===== src/rtl/inimigos_pkg.sv =====
// Shared types and defaults for the enemy-alive bitmap producer.
package inimigos_pkg;

  typedef enum logic [1:0] {
    StRun    = 2'd0,
    StBusca  = 2'd1,
    StParado = 2'd2
  } state_e;

  // Right-shifting Galois form of x^16+x^14+x^13+x^11+1.
  localparam logic [15:0] LfsrTaps        = 16'hB400;
  localparam logic [15:0] LfsrSeedDefault = 16'hACE1;

  localparam int unsigned NInimigosDefault = 16;
  localparam int unsigned IdxWDefault      = 4;

endpackage


===== src/rtl/inimigos_lfsr16.sv =====
// Free-running 16-bit Galois LFSR; advances every cycle, reloads the seed on reset.
module lfsr16
  import inimigos_pkg::*;
(
  input  logic        CLOCK_50,
  input  logic        reset,
  input  logic [15:0] seed_i,
  output logic [15:0] state_o
);

  logic [15:0] lfsr_q, lfsr_d;

  always_comb begin
    lfsr_d = {1'b0, lfsr_q[15:1]};
    if (lfsr_q[0]) begin
      lfsr_d = lfsr_d ^ LfsrTaps;
    end
  end

  always_ff @(posedge CLOCK_50) begin
    if (reset) begin
      lfsr_q <= seed_i;
    end else begin
      lfsr_q <= lfsr_d;
    end
  end

  assign state_o = lfsr_q;

endmodule


===== src/rtl/inimigos_controle.sv =====
// Enemy-alive bitmap: periodic spawn into free slots (random start), hit handshake, kill strobe.
module inimigos_controle
  import inimigos_pkg::*;
#(
  parameter int unsigned N_INIMIGOS   = NInimigosDefault,
  parameter int unsigned IDX_W        = IdxWDefault,
  parameter int unsigned SPAWN_PERIOD = 50000000,
  parameter logic [15:0] LFSR_SEED    = LfsrSeedDefault
) (
  input  logic                  CLOCK_50,
  input  logic                  reset,
  input  logic                  reiniciarJogo,
  input  logic                  perdeuJogo,
  input  logic                  hit_valid,
  input  logic [IDX_W-1:0]      hit_idx,
  output logic                  hit_ready,
  output logic [N_INIMIGOS-1:0] inimigosvida,
  output logic                  kill_pulse,
  output logic [IDX_W-1:0]      kill_idx,
  output logic [IDX_W:0]        vivos,
  output logic                  cheio
);

  localparam int unsigned      TmrW    = $clog2(SPAWN_PERIOD);
  localparam logic [TmrW-1:0]  TmrLast = TmrW'(SPAWN_PERIOD - 1);
  localparam logic [IDX_W:0]   NFull   = (IDX_W + 1)'(N_INIMIGOS);

  state_e                state_q, state_d;
  logic [TmrW-1:0]       timer_q, timer_d;
  logic [N_INIMIGOS-1:0] vida_q, vida_d;
  logic [IDX_W:0]        vivos_q, vivos_d;
  logic                  cheio_q, cheio_d;
  logic                  kill_pulse_q, kill_pulse_d;
  logic [IDX_W-1:0]      kill_idx_q, kill_idx_d;
  logic [IDX_W-1:0]      ptr_q, ptr_d;
  logic [IDX_W-1:0]      probes_q, probes_d;

  logic [15:0] lfsr_state;
  logic        unused_lfsr;
  logic        hit_fire, kill, spawn, tmr_last;

  lfsr16 u_lfsr (
    .CLOCK_50 (CLOCK_50),
    .reset    (reset),
    .seed_i   (LFSR_SEED),
    .state_o  (lfsr_state)
  );

  assign unused_lfsr = ^lfsr_state[15:IDX_W];

  assign hit_ready = (state_q != StParado) && !reset;
  assign hit_fire  = hit_valid && hit_ready;
  assign kill      = hit_fire && vida_q[hit_idx];
  assign tmr_last  = (timer_q == TmrLast);

  always_comb begin
    state_d      = state_q;
    timer_d      = timer_q;
    vida_d       = vida_q;
    vivos_d      = vivos_q;
    kill_pulse_d = 1'b0;
    kill_idx_d   = kill_idx_q;
    ptr_d        = ptr_q;
    probes_d     = probes_q;
    spawn        = 1'b0;

    if (reiniciarJogo) begin
      vida_d  = '0;
      vivos_d = '0;
      timer_d = '0;
      state_d = StRun;
    end else if (state_q == StParado) begin
      state_d = StParado;
    end else if (perdeuJogo) begin
      state_d = StParado;
    end else begin
      timer_d = tmr_last ? '0 : timer_q + 1'b1;
      if (kill) begin
        vida_d[hit_idx] = 1'b0;
        kill_pulse_d    = 1'b1;
        kill_idx_d      = hit_idx;
      end
      unique case (state_q)
        StRun: begin
          if (tmr_last && !cheio_q) begin
            state_d  = StBusca;
            ptr_d    = lfsr_state[IDX_W-1:0];
            probes_d = '0;
          end
        end
        StBusca: begin
          // A slot being hit this cycle counts as occupied, so spawn never lands on a kill.
          if (!vida_q[ptr_q] && !(hit_fire && (hit_idx == ptr_q))) begin
            vida_d[ptr_q] = 1'b1;
            spawn         = 1'b1;
            state_d       = StRun;
          end else begin
            ptr_d    = ptr_q + 1'b1;
            probes_d = probes_q + 1'b1;
            if (&probes_q) begin
              state_d = StRun;
            end
          end
        end
        default: ;
      endcase
      if (spawn && !kill) begin
        vivos_d = vivos_q + 1'b1;
      end else if (!spawn && kill) begin
        vivos_d = vivos_q - 1'b1;
      end
    end

    cheio_d = (vivos_d == NFull);
  end

  always_ff @(posedge CLOCK_50) begin
    if (reset) begin
      state_q      <= StRun;
      timer_q      <= '0;
      vida_q       <= '0;
      vivos_q      <= '0;
      cheio_q      <= 1'b0;
      kill_pulse_q <= 1'b0;
      kill_idx_q   <= '0;
      ptr_q        <= '0;
      probes_q     <= '0;
    end else begin
      state_q      <= state_d;
      timer_q      <= timer_d;
      vida_q       <= vida_d;
      vivos_q      <= vivos_d;
      cheio_q      <= cheio_d;
      kill_pulse_q <= kill_pulse_d;
      kill_idx_q   <= kill_idx_d;
      ptr_q        <= ptr_d;
      probes_q     <= probes_d;
    end
  end

  assign inimigosvida = vida_q;
  assign kill_pulse   = kill_pulse_q;
  assign kill_idx     = kill_idx_q;
  assign vivos        = vivos_q;
  assign cheio        = cheio_q;

endmodule

===== config.mk =====
export PLATFORM = sky130hd
export DESIGN_NAME = inimigos_controle
export DESIGN_NICKNAME = d
export VERILOG_FILES = /design/src/rtl/inimigos_pkg.sv /design/src/rtl/inimigos_lfsr16.sv /design/src/rtl/inimigos_controle.sv
export SDC_FILE = /design/constraint.sdc
export NUM_CORES = 1
export LEC_CHECK = 0
export CAP_MARGIN = 20
export CORE_AREA = 2 2 109 90
export CTS_BUF_LIST = sky130_fd_sc_hd__clkbuf_16
export DETAILED_ROUTE_END_ITERATION = 8
export DIE_AREA = 0 0 111 92
export GPL_ROUTABILITY_DRIVEN = 0
export PLACE_DENSITY = 0.7
export SYNTH_ARGS = -nofsm -noshare
export SYNTH_HDL_FRONTEND = slang
export SYNTH_SLANG_ARGS = --single-unit

===== constraint.sdc =====
create_clock -name CLOCK_50 -period 6 [get_ports CLOCK_50]
set_input_delay 1.2 -clock CLOCK_50 [delete_from_list [all_inputs] [get_ports CLOCK_50]]
set_output_delay 1.2 -clock CLOCK_50 [all_outputs]
set_load 0.02 [all_outputs]

Yosys cells after proc, flatten, opt, wreduce, memory -nomap -nowiden
Index checks and enable logic that the tools add are counted.

Word-level logic and storage cells: 104. Register bits after elaboration: 79. Output and inout bits: 28. Bits of input ports: 9.

Equal/unequal tests: 11. Order comparisons: 4. Mux-type cells: 39. Add/sub/neg operators: 5. Reduce and logical (&&, ||, !) cells: 27. Bitwise operators: 7.

Operators by type and width (count): $mux W16 (7); $add A26 B1 Y26 const B (1); $eq A26 B26 Y1 const B (1); $mux W26 (1); $mux W5 (5); $and A16 B16 Y16 (1); $mux W4 (4); $not A16 Y16 (1); $or A16 B16 Y16 (1); $pmux W4 S2 (2); $logic_and A1 B1 Y1 (10); $lt A4 B5 Y1 const B (2); $mux W1 (10); $mux W2 (5); $add A4 B1 Y4 const B (2); $bmux W1 S4 (2); $demux W1 S4 (2); $ge A4 B1 Y1 const B (2); $reduce_and A4 Y1 (2); $logic_not A1 Y1 (6); $ne A2 B2 Y1 const B (3); $reduce_and A3 Y1 (2); $reduce_and A6 Y1 (1); $add A5 B1 Y5 const B (1); 17 further kinds (19).

Longest topological paths before layout
Gate-level depths: netlist of the first run.

Depth in word-level cells: 19. Mapped depth: 11. Mapped depth without buffers: 9.

Cells and area by module
A second synthesis of the first run with hierarchy kept.

Cell total of the unflattened synthesis: 456. Area, all modules: 4142.7 um2.

By module, submodules not included: inimigos_controle (instances 1, area each 3582.2 um2, seq. area each 1261.2 um2, cells each 416); lfsr16 (instances 1, area each 560.5 um2, seq. area each 320.3 um2, cells each 40).

Worst setup path before layout of the first run
Ideal clock, no wire load.

Path kind: input-to-reg. From: input hit_idx[3]. To: register cheio_q (netlist: cheio). Data arrival time: 3.040 ns. Path buffers: 2. Stages: 10. Setup slack: 2.872 ns. Cell sequence: buf_2 and2_1 a221o_1 o22ai_2 and2_1 buf_6 mux2_4 a211oi_2 nand4_1 nor4_2.

Word-level cells in the longest chain between the ends: 17. Elaborated cells on any way between the ends: 22.

Ends and longest elaborated chain: from (decl) (line inimigos_controle.sv:15) `input logic [IDX_W-1:0] hit_idx,`; $eq A4 B4 Y1 (line inimigos_controle.sv:93) `if (!vida_q[ptr_q] && !(hit_fire && (hit_idx == ptr_q))) begin`; $logic_and A1 B1 Y1 (line inimigos_controle.sv:93); $logic_not A1 Y1 (line inimigos_controle.sv:93); $logic_and A1 B1 Y1 (line inimigos_controle.sv:93); $mux W1 (line inimigos_controle.sv:93); $mux W1 (line inimigos_controle.sv:83) `unique case (state_q)`; $mux W1 (line inimigos_controle.sv:74) `end else if (perdeuJogo) begin`; $mux W1 (line inimigos_controle.sv:72) `end else if (state_q == StParado) begin`; $mux W1 (line inimigos_controle.sv:67) `if (reiniciarJogo) begin`; $logic_not A1 Y1 (line inimigos_controle.sv:109) `end else if (!spawn && kill) begin`; $logic_and A1 B1 Y1 (line inimigos_controle.sv:109); $mux W5 (line inimigos_controle.sv:109); $mux W5 * (line inimigos_controle.sv:107) `if (spawn && !kill) begin`; $mux W5 * (line inimigos_controle.sv:74); $mux W5 * (line inimigos_controle.sv:72); $mux W5 * (line inimigos_controle.sv:67); $eq A5 B5 Y1 * (line inimigos_controle.sv:114) `cheio_d = (vivos_d == NFull);`; to (signal assigned) (line inimigos_controle.sv:133) `cheio_q <= cheio_d;`; to (decl) (line inimigos_controle.sv:32) `logic cheio_q, cheio_d;`.

Every way passes the cells marked *; elsewhere a longest branch is shown, timed or not. The select of a mux whose other input is x is not followed. A chain may end at the register's enable or synchronous reset.

Final worst setup path of the first run
From: input reset. To: output hit_ready.

Word-level cells in the longest chain between the ends: 2.

Ends and longest elaborated chain: from (decl) (line inimigos_controle.sv:11) `input logic reset,`; $logic_not A1 Y1 (line inimigos_controle.sv:51) `assign hit_ready = (state_q != StParado) && !reset;`; $logic_and A1 B1 Y1 (line inimigos_controle.sv:51); to (decl) (line inimigos_controle.sv:16) `output logic hit_ready,`.

Every way passes these cells.

==> flow_metrics.py, run 1 <==
metrics = {
    "outcome": {
        "outcome": "finished clean",
    },
    "drt": {
        "vias_per_cell": 5.51,
        "drc": 0,
        "drtIter0Drc": 251,
        "ant_nets": 0,
        "dr.pass1.iters": 4,
        "vias": 3334,
        "wl_mm": 9.22,
        "wire_per_inst_um": 15.2,
    },
    "power_and_ir_drop": {
        "power_frac_comb_pct": 4.8,
        "swShare_pct": 21.9,
        "p_sw_uw": 258,
        "p_int_uw": 921,
        "p_clk_share_pct": 49.7,
        "leakage_uw": 0.00154,
        "power_density_mw_per_mm2": 251,
        "p_seq_share_pct": 45.6,
        "ir_drop_uv": 200,
    },
    "yosys": {
        "yosys.area.top_type": "dfxtp_1",
        "async_flop_share_pct": 0,
        "synth-seq-cells": 79,
        "synth_edf_count": 0,
        "synth_top_area_share_pct": 39.8,
        "yosysUniqueCellTypes": 60,
        "syn_area_mm2": 0.00397,
        "synth.area.top_cells": "dfxtp_1 40%, nor2_1 4.5%, nand2_1 4.0%",
        "synth_ff_type": "dfxtp_1",
        "ys_warn_count": 0,
        "synth_seq_area_share_pct": 39.8,
        "synthCells": 454,
        "synth_area_per_cell_um2": 8.74,
        "syn_nets": 471,
    },
    "layout": {
        "layout-drive-gt1-share_pct": 10.9,
        "n_fill_cell": 857,
        "area_growth_pct": 18.3,
        "finalNetCount": 498,
        "final_area_mm2": 0.00470,
        "instances_no_fill": 605,
        "diodes": 0,
    },
    "timing": {
        "hold_viol_final": 0,
        "maxSlewHeadroom_pct": 41.6,
        "tightest_slew_ns": 0.873,
        "setup_slack_ns": 2.10,
        "setup_viol": 0,
        "finalCriticalPeriod_ns": 3.90,
        "min_period_over_period_pct": 65.0,
        "finalSetupTns_ns": 0,
        "rsz0062_at_grt": "false",
        "finalClockSkew_ns": 0.00566,
        "drv_slew": 0,
        "fmax_mhz": 256,
        "holdWs_ns": 0.407,
    },
    "clock_tree": {
        "cts_setup_buffers": 0,
        "h-tree-depth": 3,
        "post_cts_resized": 0,
        "clk_pin_slew_ns": 0.06,
        "clockBufferDepth": 2,
        "ctsRootBufferMaster": "clkbuf_16",
        "cts_tree": "built",
        "cts_buffers": 9,
        "cts_sinks": 79,
        "worstSkewPairLatency_ns": 0.34,
        "hold_buffers": 0,
    },
    "worst_setup_path": {
        "startpoint_type": "primary input",
        "crit_buf_inv": 3,
        "max_stage_delay_ns": 0.64,
        "crit_slowest_cell": "clkdlybuf4s50_1",
        "crit_top_cell": "clkdlybuf4s50_1",
        "path_delay_family": "buffers and inverters",
        "required_ns": 4.80,
        "cp-end-kind": "output port",
        "cp_max_fo": 32,
        "path_class": "primary input to output port",
        "crit_chain": "clkdlybuf4s50_1, buf_4, nor2_1, clkdlybuf4s50_1",
        "arrival_ns": 2.70,
    },
    "placement": {
        "dp_slack_ns": 1.84,
        "port_buffers": 36,
        "dp_hpwl_mm": 6.46,
        "dp_cells": 589,
        "placed_area_mm2": 0.00437,
    },
    "grt": {
        "antenna_found_initial": 0,
        "track_usage_pct": 18.6,
        "grt-ovfl-total": 0,
        "grt_max_degree": 33,
        "grt_pass1_vias": 3115,
        "grt_pass1_wl_mm": 15.4,
    },
    "floorplanning": {
        "die_y_um": 92,
        "num_rows": 32,
        "start_util_pct": 42.9,
        "ioPinCount": 37,
        "dieArea_mm2": 0.0102,
        "coreArea_mm2": 0.00925,
        "die_w_um": 111,
    },
    "worst_hold_path": {
        "min_path_type": "flop to flop",
    },
    "flow_run": {
        "max_cap_viol_count": 0,
    },
}
## registers in the layout (all words and copies together) (netlist names)
name and flops:
timer_q 26, cheio 1, vivos 5, ptr_q 4, state_q 2, u_lfsr.state_o 16, kill_pulse 1, probes_q 4
inimigosvida 16, kill_idx 4
## layer usage
layer / part of all wire, % / vias up / wire [um] / GRT usage, %
li1: - / 1635 / - / -
met1: 46 / 1566 / 4250 / 24.0
met2: 46 / 120 / 4270 / 30.1
met3: 6.4 / 13 / 587 / 5.16
met4: 1.2 / 0 / 111 / 6.67
met5: 0 / - / 0 / 0
## cells in the final DEF (no fill, tap or decap), drive strengths merged, types with 11 or more instances in the layout
cell type / instances
a21oi: 31
xor2: 18
nand3: 22
nor2b: 12
nand2: 42
nor2: 49
xnor2: 17
o21ai: 26
inv: 11
clkdlybuf4s50: 36
nand4: 12
or2: 13
dfxtp: 79
nor3: 12
## final timing paths
| path | start | endpoint | slack, ns | depth (start not counted) |
|---|---|---|---|---|
| hold / removal | u_lfsr.state_o[7]$_SDFF_PP1_ | u_lfsr.state_o[6]$_SDFF_PP1_ | 0.41 | 1 |
| setup / recovery | reset | hit_ready | 2.10 | 4 |
| setup reg to reg | timer_q[0]$_SDFFE_PP0P_ | probes_q[3]$_SDFFE_PP0P_ | 3.02 | 9 |
| hold reg to reg | u_lfsr.state_o[7]$_SDFF_PP1_ | u_lfsr.state_o[6]$_SDFF_PP1_ | 0.41 | 1 |
## layout make-up
cell class	instances	area, um2	share of cell area (%)
Clock buffer	9	225	4.79
Clock inverter	7	97.6	2.08
Inverter	11	41.3	0.879
Multi-Input combinational cell	341	2220	47.3
Sequential cell	79	1580	33.7
Tap cell	119	149	3.17
Timing Repair Buffer	39	383	8.15
## kinds of logic (layout without fill, tap and decap cells)
family / Yosys count / count (layout) / share of synthesized area [%]
flip-flops: 79 / 79 / 39.8
AO/OA/AOI/OAI: 78 / 78 / 12.4
XOR/XNOR: 35 / 35 / 7.72
AND/OR/NAND/NOR: 204 / 204 / 27.3
adder cells (fa/ha/maj): 8 / 8 / 2.52
multiplexers: 16 / 16 / 5.93
buffers and inverters: 34 / 66 / 4.25
## Yosys cell counts, types with 3 or more instances
master and count:
and3_1 7, and2_1 6, mux4_2 4, nor2_1 48, o21ai_0 23, a21oi_1 31, mux2i_1 7, ha_1 8
nand4_1 12, xnor2_1 17, nand2b_1 6, nor3_1 11, nand3b_1 4, xor2_1 18, a31oi_1 3, clkbuf_1 13
buf_2 3, dfxtp_1 79, mux2_2 3, inv_1 11, or3_1 3, nand2_1 42, nand3_1 22, nor2b_1 12
buf_6 4, or2_2 12
## through the flow
step | total power (uW) | utilization, %
floorplan | 587 | -
global placement | 603 | 47.3
detailed placement | 604 | 47.3
CTS | 1190 | 50.8
global route | 1220 | 50.8
finish | 1180 | 50.8
## power by group through the flow
| stage | sequential [uW] | clock, uW | combinational [uW] |
|---|---|---|---|
| 6_report | 537 | 585 | 56.1 |
| 5_1_grt | 538 | 621 | 61.0 |
| 4_1_cts | 537 | 596 | 55.8 |
| 3_5_place_dp | 549 | 0 | 55.2 |
| 3_3_place_gp | 549 | 0 | 54.3 |
| 2_1_floorplan | 548 | 0 | 39.4 |
No activity file was read; power rests on OpenSTA's default activity.
==> run 2, diff against run 1 <==
--- a/config.mk
+++ b/config.mk
@@ -11,7 +11,7 @@
 export DETAILED_ROUTE_END_ITERATION = 8
 export DIE_AREA = 0 0 111 92
 export GPL_ROUTABILITY_DRIVEN = 0
-export PLACE_DENSITY = 0.7
+export PLACE_DENSITY = 0.73
 export SYNTH_ARGS = -nofsm -noshare
 export SYNTH_HDL_FRONTEND = slang
 export SYNTH_SLANG_ARGS = --single-unit
==> constraint.sdc (replaced) <==
create_clock -name CLOCK_50 -period 3.3 [get_ports CLOCK_50]
set_input_delay 0.66 -clock CLOCK_50 [delete_from_list [all_inputs] [get_ports CLOCK_50]]
set_output_delay 0.66 -clock CLOCK_50 [all_outputs]
set_load 0.02 [all_outputs]
==> run 2 against run 1 <==
Against the previous run: worst hold slack lost 0.0018 ns; worst setup slack worse by 1.8 ns; flip-flop and latch count did not move; power is 76% higher; non-clock buffer count grew 13; sequential share of layout area down 0.47 points; register-to-register slack lost 2.4 ns; clock skew is 0.0015 ns higher; critical path type is now primary input to flop; largest power group unchanged; highest routed layer unchanged.
==> flow_metrics.py, run 2 (synthesis gave the netlist of run 1 again) <==
metrics = {
    "layout": {
        "largest_register_ffs": 26,
        "final_cell_mix": "79 x dfxtp_1, 48 x nor2_1, 42 x nand2_1, 36 x clkdlybuf4s50_1, 31 x a21oi_1",
        "diodes": 0,
        "final_area_mm2": 0.00476,
        "largest_register": "timer_q",
        "finalNetCount": 511,
        "final_common_cell": "dfxtp_1",
        "n_fill_cell": 866,
        "layout-drive-gt1-share_pct": 12.8,
        "area_growth_pct": 20.0,
    },
    "drt": {
        "drc": 0,
        "vias": 3360,
        "vias_per_cell": 5.44,
        "ant_nets": 0,
        "wl_mm": 9.25,
        "dr.pass1.iters": 5,
        "wire_per_inst_um": 15.0,
        "drtIter0Drc": 360,
    },
    "clock_tree": {
        "cts_setup_buffers": 0,
        "cts_sinks": 79,
        "h-tree-depth": 3,
        "post_cts_resized": 0,
        "hold_buffers": 0,
        "clockBufferDepth": 2,
        "worstSkewPairLatency_ns": 0.35,
        "cts_tree": "built",
        "ctsRootBufferMaster": "clkbuf_16",
        "clk_pin_slew_ns": 0.06,
        "cts_buffers": 9,
    },
    "worst_setup_path": {
        "max_stage_delay_ns": 0.52,
        "crit_top_cell": "and2_1",
        "reg2reg_depth": 7,
        "arrival_ns": 3.23,
        "startpoint_type": "primary input",
        "crit_slowest_cell": "clkdlybuf4s50_1",
        "cp_max_fo": 6,
        "path_class": "primary input to flop",
        "required_ns": 3.56,
        "cp-end-kind": "flop",
        "crit_chain": "clkdlybuf4s50_1, buf_4, and2_1, a221o_1, o22ai_2, and2_1, mux2_2, a211oi_2, nand4_1, nor4_2",
    },
    "power_and_ir_drop": {
        "ir_drop_uv": 260,
        "power_frac_comb_pct": 5.2,
        "p_sw_uw": 473,
        "swShare_pct": 22.8,
        "leakage_uw": 0.00160,
        "power_density_mw_per_mm2": 435,
        "p_clk_share_pct": 47.6,
        "p_int_uw": 1600,
        "p_seq_share_pct": 47.2,
    },
    "timing": {
        "maxSlewHeadroom_pct": 47.1,
        "tightest_slew_ns": 0.791,
        "hold_viol_final": 0,
        "finalCriticalPeriod_ns": 2.97,
        "fmax_mhz": 337,
        "finalClockSkew_ns": 0.00712,
        "rsz0062_at_grt": "false",
        "min_period_over_period_pct": 89.9,
        "drv_slew": 0,
        "finalSetupTns_ns": 0,
        "setup_viol": 0,
    },
    "grt": {
        "grt_pass1_wl_mm": 15.6,
        "antenna_found_initial": 0,
        "track_usage_pct": 18.8,
        "grt_max_degree": 27,
        "grt-ovfl-total": 0,
        "grt_pass1_vias": 3223,
    },
    "floorplanning": {
        "ioPinCount": 37,
        "num_rows": 32,
        "start_util_pct": 42.9,
        "die_y_um": 92,
        "coreArea_mm2": 0.00925,
        "die_w_um": 111,
        "dieArea_mm2": 0.0102,
    },
    "placement": {
        "port_buffers": 36,
        "placed_area_mm2": 0.00447,
        "dp_hpwl_mm": 6.72,
    },
    "flow_run": {
        "max_cap_viol_count": 0,
    },
    "worst_hold_path": {
        "min_path_type": "flop to flop",
        "hold_depth": 1,
    },
    "outcome": {
        "outcome": "finished clean",
    },
}
run 2: worst paths after layout:
path | start | to | slack (ns)
worst max-delay path | hit_idx[0] | cheio$_SDFF_PP0_ | 0.33
worst min-delay path | u_lfsr.state_o[8]$_SDFF_PP0_ | u_lfsr.state_o[7]$_SDFF_PP1_ | 0.41
worst max register to register | ptr_q[0]$_SDFFE_PP0P_ | inimigosvida[11]$_SDFFE_PP0P_ | 0.59
worst min register to register | u_lfsr.state_o[8]$_SDFF_PP0_ | u_lfsr.state_o[7]$_SDFF_PP1_ | 0.41
run 2: power by group through the flow:
| stage | sequential [uW] | clock, uW | combinational, uW |
|---|---|---|---|
| final | 977 | 985 | 108 |
| after global routing | 978 | 1040 | 118 |
| after CTS | 977 | 1000 | 108 |
| after detailed placement | 998 | 0 | 107 |
| after global placement | 998 | 0 | 106 |
| after floorplan | 996 | 0 | 71.7 |
run 2: layout make-up:
cell class	instances	area [um2]	area share, %
multi-input cells	341	2220	46.6
flip-flops and latches	79	1580	33.2
repair buffers	52	480	10.1
inverters	11	41.3	0.867
clock buffers	9	225	4.73
well taps	119	149	3.13
clock inverters	7	66.3	1.39
run 2: routing by layer:
metal	vias to the layer above	share of wire, %	wire length (um)	GRT usage, %
met4	0	1.7	155	6.56
li1	1664	-	-	-
met5	-	0	0	0
met1	1569	48	4470	26.3
met2	111	44	4050	28.0
met3	16	6.1	566	5.35
run 2: critical path: cells and delay by family:
family                 cells  cell delay (ns)
and+or+nand+nor            4             0.72
AOI/OAI and AO/OA          3             0.74
muxes                      1             0.38
buffers and inverters      2             0.72
run 2: through the flow:
| stage | cells | utilization (%) | setup WS (ns) | hold WS, ns | total power (uW) |
|---|---|---|---|---|---|
| after floorplan | 454 | - | 0.712 | 0.389 | 1070 |
| after global routing | 618 | 51.5 | 0.174 | 0.417 | 2140 |
| final | 618 | 51.5 | 0.333 | 0.405 | 2070 |
| after global placement | 602 | 48.3 | 0.0868 | 0.393 | 1100 |
| after CTS | 618 | 51.5 | 0.358 | 0.412 | 2090 |
| after detailed placement | 602 | 48.3 | 0.00422 | 0.396 | 1110 |
